--- src/rtl/ram64x8_pkg.sv ---
// ram64x8_pkg: shared constants and types for the ram64x8 initiator-side
// controller (ram64x8_ctrl) and its scan address generator.
//   ADDR_W/DATA_W/DEPTH : RAM geometry (64 x 8)
//   RD_LAT_MAX          : largest supported RAM read latency
//   state_t             : controller FSM states
//   rd_word_t           : one captured scan word (address + data)
package ram64x8_pkg;

  localparam int ADDR_W     = 6;
  localparam int DATA_W     = 8;
  localparam int DEPTH      = 64;
  localparam int RD_LAT_MAX = 4;
  localparam int LEN_W      = ADDR_W + 1;            // must hold DEPTH
  localparam int CNT_W      = $clog2(RD_LAT_MAX);

  typedef enum logic [2:0] {IDLE, RD_ISSUE, RD_WAIT, RD_HOLD, DONE} state_t;

  typedef struct packed {
    logic [ADDR_W-1:0] addr;
    logic [DATA_W-1:0] data;
  } rd_word_t;

  // A programmed length of 0 selects the whole array.
  function automatic logic [LEN_W-1:0] scan_count(input logic [ADDR_W-1:0] len);
    return (len == '0) ? LEN_W'(DEPTH) : {1'b0, len};
  endfunction

endpackage

--- src/rtl/ram64x8_scan_agen.sv ---
// ram64x8_scan_agen: scan window address generator.
// Holds the window base, word count and current word index.
//   ck, rst_n : clock, synchronous active-low reset
//   load      : latch base_in/len_in and restart at index 0
//   advance   : step to the next word of the window
//   base_in   : first address of the window
//   len_in    : word count, 0 means 64
//   addr      : (base + idx) mod 64, address of the current word
//   last      : current word is the final one of the window
module ram64x8_scan_agen
  import ram64x8_pkg::*;
(
  input  logic              ck,
  input  logic              rst_n,
  input  logic              load,
  input  logic              advance,
  input  logic [ADDR_W-1:0] base_in,
  input  logic [ADDR_W-1:0] len_in,
  output logic [ADDR_W-1:0] addr,
  output logic              last
);

  logic [ADDR_W-1:0] base;
  logic [ADDR_W-1:0] idx;
  logic [LEN_W-1:0]  len;

  always_ff @(posedge ck) begin
    if (!rst_n) begin
      base <= '0;
      len  <= '0;
      idx  <= '0;
    end else if (load) begin
      base <= base_in;
      len  <= scan_count(len_in);
      idx  <= '0;
    end else if (advance) begin
      idx  <= idx + ADDR_W'(1);
    end
  end

  // 6-bit addition wraps naturally at the top of the array.
  assign addr = base + idx;
  assign last = ({1'b0, idx} == (len - LEN_W'(1)));

endmodule

--- src/rtl/ram64x8_ctrl.sv ---
// ram64x8_ctrl: initiator-side controller for a ram64x8 instance.
// Accepts single-word writes and runs wrapping address-window scans,
// streaming the read words out on a valid/ready interface.
// Optional build macro RAM64X8_CTRL_SCAN_SUM_EN adds scan_sum, the mod-256
// sum of all words handshaken in the current scan.
// Ports:
//   ck, rst_n                          : clock, synchronous active-low reset
//   wr_valid/wr_ready/wr_addr/wr_data  : write request channel
//   scan_start/scan_base/scan_len      : scan command (len 0 = 64 words)
//   busy                               : controller not idle
//   rd_valid/rd_ready/rd_data/rd_addr/rd_last : scanned word stream
//   scan_done                          : one-cycle pulse after final handshake
//   ram_wen/ram_addr/ram_din/ram_dout  : RAM port (outputs registered)
//   scan_sum (optional)                : running sum of the current scan
module ram64x8_ctrl
  import ram64x8_pkg::*;
#(
  parameter int RD_LAT = 1
) (
  input  logic              ck,
  input  logic              rst_n,
  input  logic              wr_valid,
  output logic              wr_ready,
  input  logic [ADDR_W-1:0] wr_addr,
  input  logic [DATA_W-1:0] wr_data,
  input  logic              scan_start,
  input  logic [ADDR_W-1:0] scan_base,
  input  logic [ADDR_W-1:0] scan_len,
  output logic              busy,
  output logic              rd_valid,
  input  logic              rd_ready,
  output logic [DATA_W-1:0] rd_data,
  output logic [ADDR_W-1:0] rd_addr,
  output logic              rd_last,
  output logic              scan_done,
  output logic              ram_wen,
  output logic [ADDR_W-1:0] ram_addr,
  output logic [DATA_W-1:0] ram_din,
  input  logic [DATA_W-1:0] ram_dout
`ifdef RAM64X8_CTRL_SCAN_SUM_EN
  ,
  output logic [DATA_W-1:0] scan_sum
`endif
);

  state_t            state, state_nx;
  logic [CNT_W-1:0]  lat_cnt;
  logic              lat_done;
  logic              start_fire, wr_fire, hs;
  logic [ADDR_W-1:0] agen_addr;
  logic              agen_last;
  rd_word_t          word;

  assign start_fire = (state == IDLE) && scan_start;
  assign wr_fire    = wr_valid && wr_ready;
  assign hs         = rd_valid && rd_ready;
  assign lat_done   = (lat_cnt == CNT_W'(RD_LAT - 1));

  ram64x8_scan_agen u_agen (
    .ck      (ck),
    .rst_n   (rst_n),
    .load    (start_fire),
    .advance (hs),
    .base_in (scan_base),
    .len_in  (scan_len),
    .addr    (agen_addr),
    .last    (agen_last)
  );

  // State register
  always_ff @(posedge ck) begin
    if (!rst_n) state <= IDLE;
    else        state <= state_nx;
  end

  // Next state
  always_comb begin
    state_nx = state;
    case (state)
      IDLE:     if (scan_start) state_nx = RD_ISSUE;
      RD_ISSUE: state_nx = RD_WAIT;
      RD_WAIT:  if (lat_done) state_nx = RD_HOLD;
      RD_HOLD:  if (rd_ready) state_nx = agen_last ? DONE : RD_ISSUE;
      DONE:     state_nx = IDLE;
      default:  state_nx = IDLE;
    endcase
  end

  // State-decoded outputs. wr_ready is also held low while reset is
  // asserted so no write can slip in on a reset edge.
  always_comb begin
    wr_ready  = rst_n && (state == IDLE) && !scan_start;
    busy      = (state != IDLE);
    rd_valid  = (state == RD_HOLD);
    rd_last   = (state == RD_HOLD) && agen_last;
    scan_done = (state == DONE);
  end

  // RAM port, latency counter and captured word
  always_ff @(posedge ck) begin
    if (!rst_n) begin
      ram_wen  <= 1'b0;
      ram_addr <= '0;
      ram_din  <= '0;
      lat_cnt  <= '0;
      word     <= '0;
    end else begin
      ram_wen <= wr_fire;
      // ram_addr is registered, so the next read address is loaded on the
      // edge that enters RD_ISSUE (scan start or a non-final handshake).
      if (wr_fire) begin
        ram_addr <= wr_addr;
        ram_din  <= wr_data;
      end else if (start_fire) begin
        ram_addr <= scan_base;
      end else if (hs && !agen_last) begin
        ram_addr <= agen_addr + ADDR_W'(1);
      end

      lat_cnt <= (state == RD_WAIT) ? lat_cnt + CNT_W'(1) : '0;

      if ((state == RD_WAIT) && lat_done) begin
        word.data <= ram_dout;
        word.addr <= ram_addr;
      end
    end
  end

  assign rd_data = word.data;
  assign rd_addr = word.addr;

`ifdef RAM64X8_CTRL_SCAN_SUM_EN
  always_ff @(posedge ck) begin
    if (!rst_n)          scan_sum <= '0;
    else if (start_fire) scan_sum <= '0;
    else if (hs)         scan_sum <= scan_sum + rd_data;
  end
`endif

endmodule
--- config.mk ---
export PLATFORM = sky130hd
export DESIGN_NAME = ram64x8_ctrl
export DESIGN_NICKNAME = d
export VERILOG_FILES = /design/src/rtl/ram64x8_pkg.sv /design/src/rtl/ram64x8_scan_agen.sv /design/src/rtl/ram64x8_ctrl.sv
export SDC_FILE = /design/constraint.sdc
export NUM_CORES = 1
export LEC_CHECK = 0
export BUFFER_PORTS_ARGS = -buffer_cell sky130_fd_sc_hd__clkbuf_2
export CAP_MARGIN = 20
export CORE_ASPECT_RATIO = 1.25
export CORE_MARGIN = 3
export CORE_UTILIZATION = 30
export CTS_BUF_LIST = sky130_fd_sc_hd__clkbuf_2 sky130_fd_sc_hd__clkbuf_4 sky130_fd_sc_hd__clkbuf_8
export CTS_CLUSTER_DIAMETER = 100
export DETAILED_ROUTE_END_ITERATION = 10
export GPL_TIMING_DRIVEN = 0
export PLACE_DENSITY_LB_ADDON = 0.15
export SLEW_MARGIN = 40
export SYNTH_ARGS = -nofsm -noshare
export SYNTH_HDL_FRONTEND = slang
export SYNTH_SLANG_ARGS = --single-unit
--- constraint.sdc ---
create_clock -name ck -period 2.35 [get_ports ck]
set_input_delay 0.1175 -clock ck [delete_from_list [all_inputs] [get_ports ck]]
set_output_delay 0.1175 -clock ck [all_outputs]
set_load 0.02 [all_outputs]
==> reports/results.tsv, run 1 <==
stage	metric	value	unit
status	status	complete, no violations	
floorplanning	Starting Density	31.3	%
setup_path	setup slack, reg-to-reg	80	ps
global_route	grt ovf	0	
sta	post-route setup TNS	0	ps
logic_synthesis	Yosys warnings	0	
logic_synthesis	post-synthesis sequential area ratio	40.7	%
setup_path	FF-to-FF End	ram_addr[5]	
sta	Fmax achieved	441	MHz
logic_synthesis	asr flop ratio synth	0	%
sta	max-slew violations	0	
pwr	Logic pwr share	24.0	%
floorplanning	Die X	89.4	µm
clocking	Reg clk slew, reported paths	100	ps
run	MaxCap Viol Count	0	
layout	share of post-route cells with drive strength above 1	23.3	%
pwr	Power Total	2020	µW
sta	Tcrit/Tclk final	96.5	%
global_route	first-pass GRT wire length	11300	µm
clocking	CTS buffer count	5	
floorplanning	Rows	37	
pwr	Pwr Density	615	mW/mm²
detailed_routing	DRT iter0 DRCs	109	
setup_path	Crit. End Element	flip-flop	
clocking	Clock Latency Late Sink	310	ps
detailed_routing	Avg WL per Cell	13.7	µm
sta	Hold Fails Final Rpt	0	
logic_synthesis	flops & latches, synth	53	
layout	highest-count cells in the layout ignoring fill and taps	nand2_1, clkbuf_2, dfxtp_1	
logic_synthesis	Synth Flop Type	dfxtp_1	
sta	RSZ-0062 raised after global routing	no	
min_path	Min-Delay Startpoint	wr_data[3]	
pwr	P_leak	0.00144	µW
logic_synthesis	EDFF count, synth	0	
sta	final setup fails	0	
detailed_routing	# DRC	0	
setup_path	CP Launch Type	flip-flop	
sta	fin worst setup slack	81.7	ps
logic_synthesis	Mapped Cells	320	
sta	max_slew headroom	59.6	%
setup_path	CP arrival	2470	ps
detailed_routing	via density per instance	4.82	
pwr	net load switching power	654	µW
layout	Fill cells	925	
layout	Cell Count, Final, Fillers Out	505	
logic_synthesis	Mapped Area	0.00261	mm²
floorplanning	Core ar.	0.00833	mm²
floorplanning	die height	110	µm
setup_path	critical path fanouts, max	7	
placement	# placed instances	489	
clocking	CTS Sinks	53	
floorplanning	num ports	73	
global_route	Global Route Usage Sum	14.8	%
detailed_routing	Detailed Route WL	6940	µm
logic_synthesis	Mapped Nets	368	
layout	commonest non-fill, non-tap cell in the layout	nand2_1	
placement	HPWL Detailed	5250	µm
sta	Slew @ Worst Pin	605	ps
setup_path	CP required	2550	ps
placement	dpl ws	7.12	ps
layout	Final #Nets	455	
detailed_routing	First-pass DRT Iterations	4	
setup_path	Crit Path Category	flip-flop to flip-flop	
min_path	HP Class	primary input to flip-flop	
clocking	CTS tree	done	
min_path	Hold Crit Endpoint	ram_din[3]	
layout	utilization after layout	39.4	%
setup_path	RR Startpoint	u_agen.len[0]	
floorplanning	full die area	0.00986	mm²
sta	Final Critical Period	2270	ps
global_route	number of global-route vias before repair	2315	
detailed_routing	Antenna Nets Post-Route	0	
pwr	sw frac	32.4	%
placement	# port buffers	72	
pwr	Max VDD drop	254	µV
logic_synthesis	Syn Area/Cell	8.16	µm²
clocking	H-tree level count	2	
layout	ANT cells	0	
min_path	hold path cells	3	
logic_synthesis	unique cell type count in the Yosys netlist	49	
clocking	CTS Buffer Depth	2	
clocking	root buffer cell	clkbuf_8	
placement	Routability Congestion	0.747	
global_route	pin count of the biggest net entering global routing	17	
pwr	Reg power frac	50.0	%
pwr	internal power	1360	µW
detailed_routing	vias after detailed routing	2435	
global_route	initial antenna violation count	0	
layout	Area Growth Syn to Fin	25.6	%
sta	skew final	6.49	ps
pwr	Clk pwr share	26.0	%
setup_path	Reg2Reg Depth	9	
-- logic make-up (layout without fill, tap and decap cells) --
| family | after synthesis | count (layout) | share of synthesized area, % |
|---|---|---|---|
| DFF | 53 | 53 | 40.7 |
| and+or+nand+nor | 140 | 140 | 24.8 |
| xor gates and xnor gates | 15 | 15 | 5.03 |
| buffers and inverters | 30 | 118 | 4.41 |
| adders and majority gates | 9 | 9 | 4.60 |
| AOI/OAI and AO/OA | 69 | 69 | 19.0 |
| muxes | 4 | 4 | 1.53 |
-- worst max-delay path by stage --
stage / startpoint / endpoint / slack [ps] / cells after the start
2_1_floorplan: u_agen.len[0] / ram_addr[5] / 240 / 8
3_3_place_gp: u_agen.len[0] / ram_addr[5] / 40 / 8
3_5_place_dp: u_agen.len[0] / ram_addr[5] / 7 / 8
4_1_cts: u_agen.len[0] / rd_last / 10 / 7
5_1_grt: u_agen.len[1] / rd_last / 3 / 7
6_report: u_agen.len[0] / ram_addr[5] / 80 / 9
-- metal layers --
| layer | up-vias | share of wire (%) | wire [µm] | track usage, % |
|---|---|---|---|---|
| li1 | 1257 | - | - | - |
| met1 | 1115 | 48 | 3350 | 19.8 |
| met2 | 55 | 44 | 3070 | 23.3 |
| met3 | 8 | 6.3 | 438 | 4.31 |
| met4 | 0 | 1.2 | 86 | 3.83 |
| met5 | - | 0 | 0 | 0 |
-- registers in the layout (all words and copies together), names as in the netlist --
| name | flops |
|---|---|
| lat_cnt | 2 |
| u_agen.len | 7 |
| rd_addr | 6 |
| ram_din | 8 |
| state | 3 |
| ram_wen | 1 |
| u_agen.idx | 6 |
| ram_addr | 6 |
| rd_data | 8 |
| u_agen.base | 6 |
-- Yosys cell counts (2+ instances only) --
library cell | number | area [µm²]
xor2_1 | 6 | 52.6
nand4_1 | 3 | 18.8
mux2i_1 | 4 | 40.0
and3_1 | 5 | 31.3
and2_1 | 2 | 12.5
ha_1 | 8 | 100
o211a_1 | 3 | 30.0
a21o_1 | 2 | 15.0
o211ai_1 | 3 | 22.5
o221ai_1 | 2 | 17.5
nor3_1 | 7 | 35.0
xnor2_1 | 9 | 78.8
or2b_1 | 2 | 15.0
a21boi_0 | 27 | 203
nand2_1 | 87 | 327
a211oi_1 | 2 | 15.0
clkbuf_1 | 12 | 45.0
dfxtp_1 | 53 | 1060
nand2b_1 | 3 | 18.8
o21ai_0 | 12 | 60.1
nand3_1 | 6 | 30.0
nor3b_1 | 2 | 15.0
buf_2 | 2 | 10.0
inv_1 | 15 | 56.3
nor2_1 | 11 | 41.3
a21oi_1 | 8 | 40.0
nor2b_1 | 2 | 12.5
-- repair_timing --
action / 4_1_cts / 5_1_grt
pin swaps: 1 / 1
setup buffers: 1 / 0
hold endpoints to repair: 7 / 0
endpoints found under the setup margin: 2 / 10
gates resized for setup: 5 / 8
hold buffers: 7 / 0
-- critical path, stage by stage, from the launching register on --
cell and delay [ps]:
dfxtp_4 390, inv_1 50, ha_2 220, xnor2_1 130, nand3_1 90, a21oi_1 70, o311a_2 440, buf_4 180
o21a_4 240, o311a_1 340
-- per-stage QoR --
step	cell area [µm²]	hold WS (ps)
floorplan	2610	226
global placement	3090	312
detailed placement	3090	324
CTS	3270	2.17
global route	3280	22.9
finish	3280	3.10
-- power by group through the flow --
stage | Sequential, µW | Combinational [µW] | Clock [µW]
after global placement | 1030 | 468 | 0
after floorplan | 1070 | 271 | 0
after CTS | 1010 | 486 | 546
final | 1010 | 484 | 524
after global routing | 1020 | 549 | 581
after detailed placement | 1030 | 471 | 0
-- layout make-up --
class                   count  area, µm²  area share, %
repair buffers             80        440           13.4
well taps                  97        121           3.70
multi-input cells         237       1450           44.1
clock inverters             3       17.5          0.534
plain buffers              15       61.3           1.87
clock buffers               5       68.8           2.10
flip-flops and latches     53       1070           32.5
inverters                  15       56.3           1.72
No activity file was read; power rests on OpenSTA's default activity.
==> run 2, diff against run 1 <==
--- a/config.mk
+++ b/config.mk
@@ -8,8 +8,8 @@
 export BUFFER_PORTS_ARGS = -buffer_cell sky130_fd_sc_hd__clkbuf_2
 export CAP_MARGIN = 20
 export CORE_ASPECT_RATIO = 1.25
-export CORE_MARGIN = 3
-export CORE_UTILIZATION = 30
+export CORE_MARGIN = 2
+export CORE_UTILIZATION = 54
 export CTS_BUF_LIST = sky130_fd_sc_hd__clkbuf_2 sky130_fd_sc_hd__clkbuf_4 sky130_fd_sc_hd__clkbuf_8
 export CTS_CLUSTER_DIAMETER = 100
 export DETAILED_ROUTE_END_ITERATION = 10
==> reports/results.tsv, run 2 (same netlist as run 1, synthesis figures left out) <==
stage	metric	value	unit	change
status	status	complete, no violations		unchanged
layout	share of post-route cells with drive strength above 1	23.0	%	was 23.3%
sta	fin worst setup slack	81.0	ps	was 81.7 ps
setup_path	CP required	2550	ps	about the same
setup_path	critical path fanouts, max	7		unchanged
floorplanning	die height	81.7	µm	was 110 µm
floorplanning	Starting Density	55.6	%	was 31.3%
sta	skew final	5.38	ps	was 6.49 ps
sta	Final Critical Period	2270	ps	about the same
clocking	Clock Latency Late Sink	310	ps	about the same
sta	Hold Fails Final Rpt	0		unchanged
sta	RSZ-0062 raised after global routing	yes		was no
setup_path	RR Startpoint	u_agen.len[0]		unchanged
sta	Fmax achieved	441	MHz	about the same
layout	Final #Nets	452		was 455
placement	dpl ws	40.9	ps	was 7.12 ps
sta	max-slew violations	0		unchanged
detailed_routing	# DRC	0		unchanged
global_route	initial antenna violation count	0		unchanged
pwr	Pwr Density	635	mW/mm²	was 615 mW/mm²
sta	max_slew headroom	61.2	%	was 59.6%
detailed_routing	via density per instance	5.16		was 4.82
setup_path	critical path, cell by cell	inv_1, ha_2, or2b_1, a21oi_1, o31ai_4, o311a_4, buf_4, o21a_4, o311a_1		was inv_1, ha_2, xnor2_1, nand3_1, a21oi_1, o311a_2, buf_4, o21a_4, o311a_1
floorplanning	Core ar.	0.00469	mm²	was 0.00833 mm²
setup_path	Reg2Reg Depth	9		unchanged
layout	highest-count cells in the layout ignoring fill and taps	nand2_1, clkbuf_2, dfxtp_1		unchanged
floorplanning	num ports	73		unchanged
placement	Routability Congestion	0.814		was 0.747
placement	dpl cell area	0.00305	mm²	was 0.00309 mm²
global_route	grt ovf	0		unchanged
sta	Slew @ Worst Pin	581	ps	was 605 ps
global_route	Global Route Usage Sum	23.8	%	was 14.8%
clocking	root buffer cell	clkbuf_8		unchanged
layout	commonest non-fill, non-tap cell in the layout	nand2_1		unchanged
clocking	CTS tree	done		unchanged
layout	Area Growth Syn to Fin	24.2	%	was 25.6%
layout	Register Area	0.00107	mm²	about the same
layout	area of the multi-input gates	0.00147	mm²	was 0.00145 mm²
detailed_routing	Antenna Nets Post-Route	0		unchanged
sta	final setup fails	0		unchanged
setup_path	CP Launch Type	flip-flop		unchanged
global_route	pin count of the biggest net entering global routing	17		unchanged
clocking	CTS Buffer Depth	2		unchanged
pwr	Power Total	2060	µW	was 2020 µW
floorplanning	full die area	0.00541	mm²	was 0.00986 mm²
setup_path	Crit. End Element	flip-flop		unchanged
setup_path	critical path launch point	u_agen.len[0]		unchanged
clocking	H-tree level count	2		unchanged
sta	post-route setup TNS	0	ps	unchanged
detailed_routing	Detailed Route WL	6170	µm	was 6940 µm
detailed_routing	First-pass DRT Iterations	4		unchanged
setup_path	Worst path slowest cell	dfxtp_4		was o311a_2
layout	ANT cells	0		unchanged
detailed_routing	vias after detailed routing	2399		was 2435
placement	# port buffers	72		unchanged
clocking	CTS Sinks	53		unchanged
layout	Fill cells	423		was 925
layout	Final Cell Area	0.00324	mm²	was 0.00328 mm²
setup_path	setup slack, reg-to-reg	80	ps	about the same
setup_path	crit-path max cell delay	390	ps	was 440 ps
global_route	number of global-route vias before repair	2240		was 2315
setup_path	FF-to-FF End	ram_addr[5]		unchanged
pwr	Max VDD drop	381	µV	was 254 µV
floorplanning	Die X	66.2	µm	was 89.4 µm
clocking	CTS buffer count	5		unchanged
sta	Tcrit/Tclk final	96.6	%	was 96.5%
placement	HPWL Detailed	4540	µm	was 5250 µm
floorplanning	Rows	28		was 37
detailed_routing	DRT iter0 DRCs	103		was 109
setup_path	Crit Path Category	flip-flop to flip-flop		unchanged
setup_path	CP arrival	2470	ps	about the same
run	MaxCap Viol Count	0		unchanged
global_route	first-pass GRT wire length	9960	µm	was 11300 µm
clocking	Reg clk slew, reported paths	90	ps	was 100 ps
setup_path	CP endpoint	ram_addr[5]		unchanged
pwr	P_leak	0.00143	µW	was 0.00144 µW
detailed_routing	Avg WL per Cell	13.3	µm	was 13.7 µm
min_path	HP Class	primary input to flip-flop		unchanged
## run 2: per-stage QoR
stage                     util (%)  cells  hold slack, ps
after global placement        64.9    452             312
final                         69.0    465            1.02
after floorplan                  -    320             226
after global routing          69.0    465            10.6
after CTS                     68.4    465            1.54
after detailed placement      64.9    452             322
## run 2: what timing repair did
item	in CTS	in global routing
endpoints found under the hold margin	4	0
buffers inserted	1	0
gates resized for setup	5	7
endpoints found under the setup margin	1	2
hold buffers	4	0
pin swaps	1	0
## run 2: final cells by class
cell class / instances / area share, %
buffer: 15 / 1.81
clock buffer: 7 / 2.97
clock inverter: 1 / 0.270
inverter: 15 / 1.74
multi-input combinational: 237 / 45.3
sequential: 53 / 33.0
tap: 60 / 2.32
timing repair buffer: 77 / 12.7
## run 2: power by group
| part | leakage (µW) | switching, µW | internal [µW] | total [µW] |
|---|---|---|---|---|
| logic | 0.000941 | 289 | 194 | 483 |
| clock network | 0.0000549 | 298 | 272 | 570 |
| registers | 0.000433 | 45.8 | 960 | 1010 |
## run 2: worst min path at each step
stage               start    endpoint  cells past startpoint
3_5_place_dp   wr_data[2]  ram_din[2]                      3
6_report       wr_data[5]  ram_din[5]                      3
5_1_grt        wr_data[4]  ram_din[4]                      3
2_1_floorplan  wr_data[0]  ram_din[0]                      2
4_1_cts        wr_data[5]  ram_din[5]                      3
3_3_place_gp   wr_data[3]  ram_din[3]                      3
## run 2: routing by layer
| metal | track usage (%) | routed length, µm |
|---|---|---|
| met2 | 41.1 | 3140 |
| met3 | 4.66 | 308 |
| met4 | 7.76 | 76 |
| met1 | 29.7 | 2650 |
| met5 | 0 | 0 |
## run 2: critical path, delay by kind of cell (launching register included)
family                     cells  cell delay [ps]
buffers and inverters          2              220
and+or+nand+nor                1              250
DFF                            1              390
AOI/OAI and AO/OA              5             1070
adders and majority gates      1              220
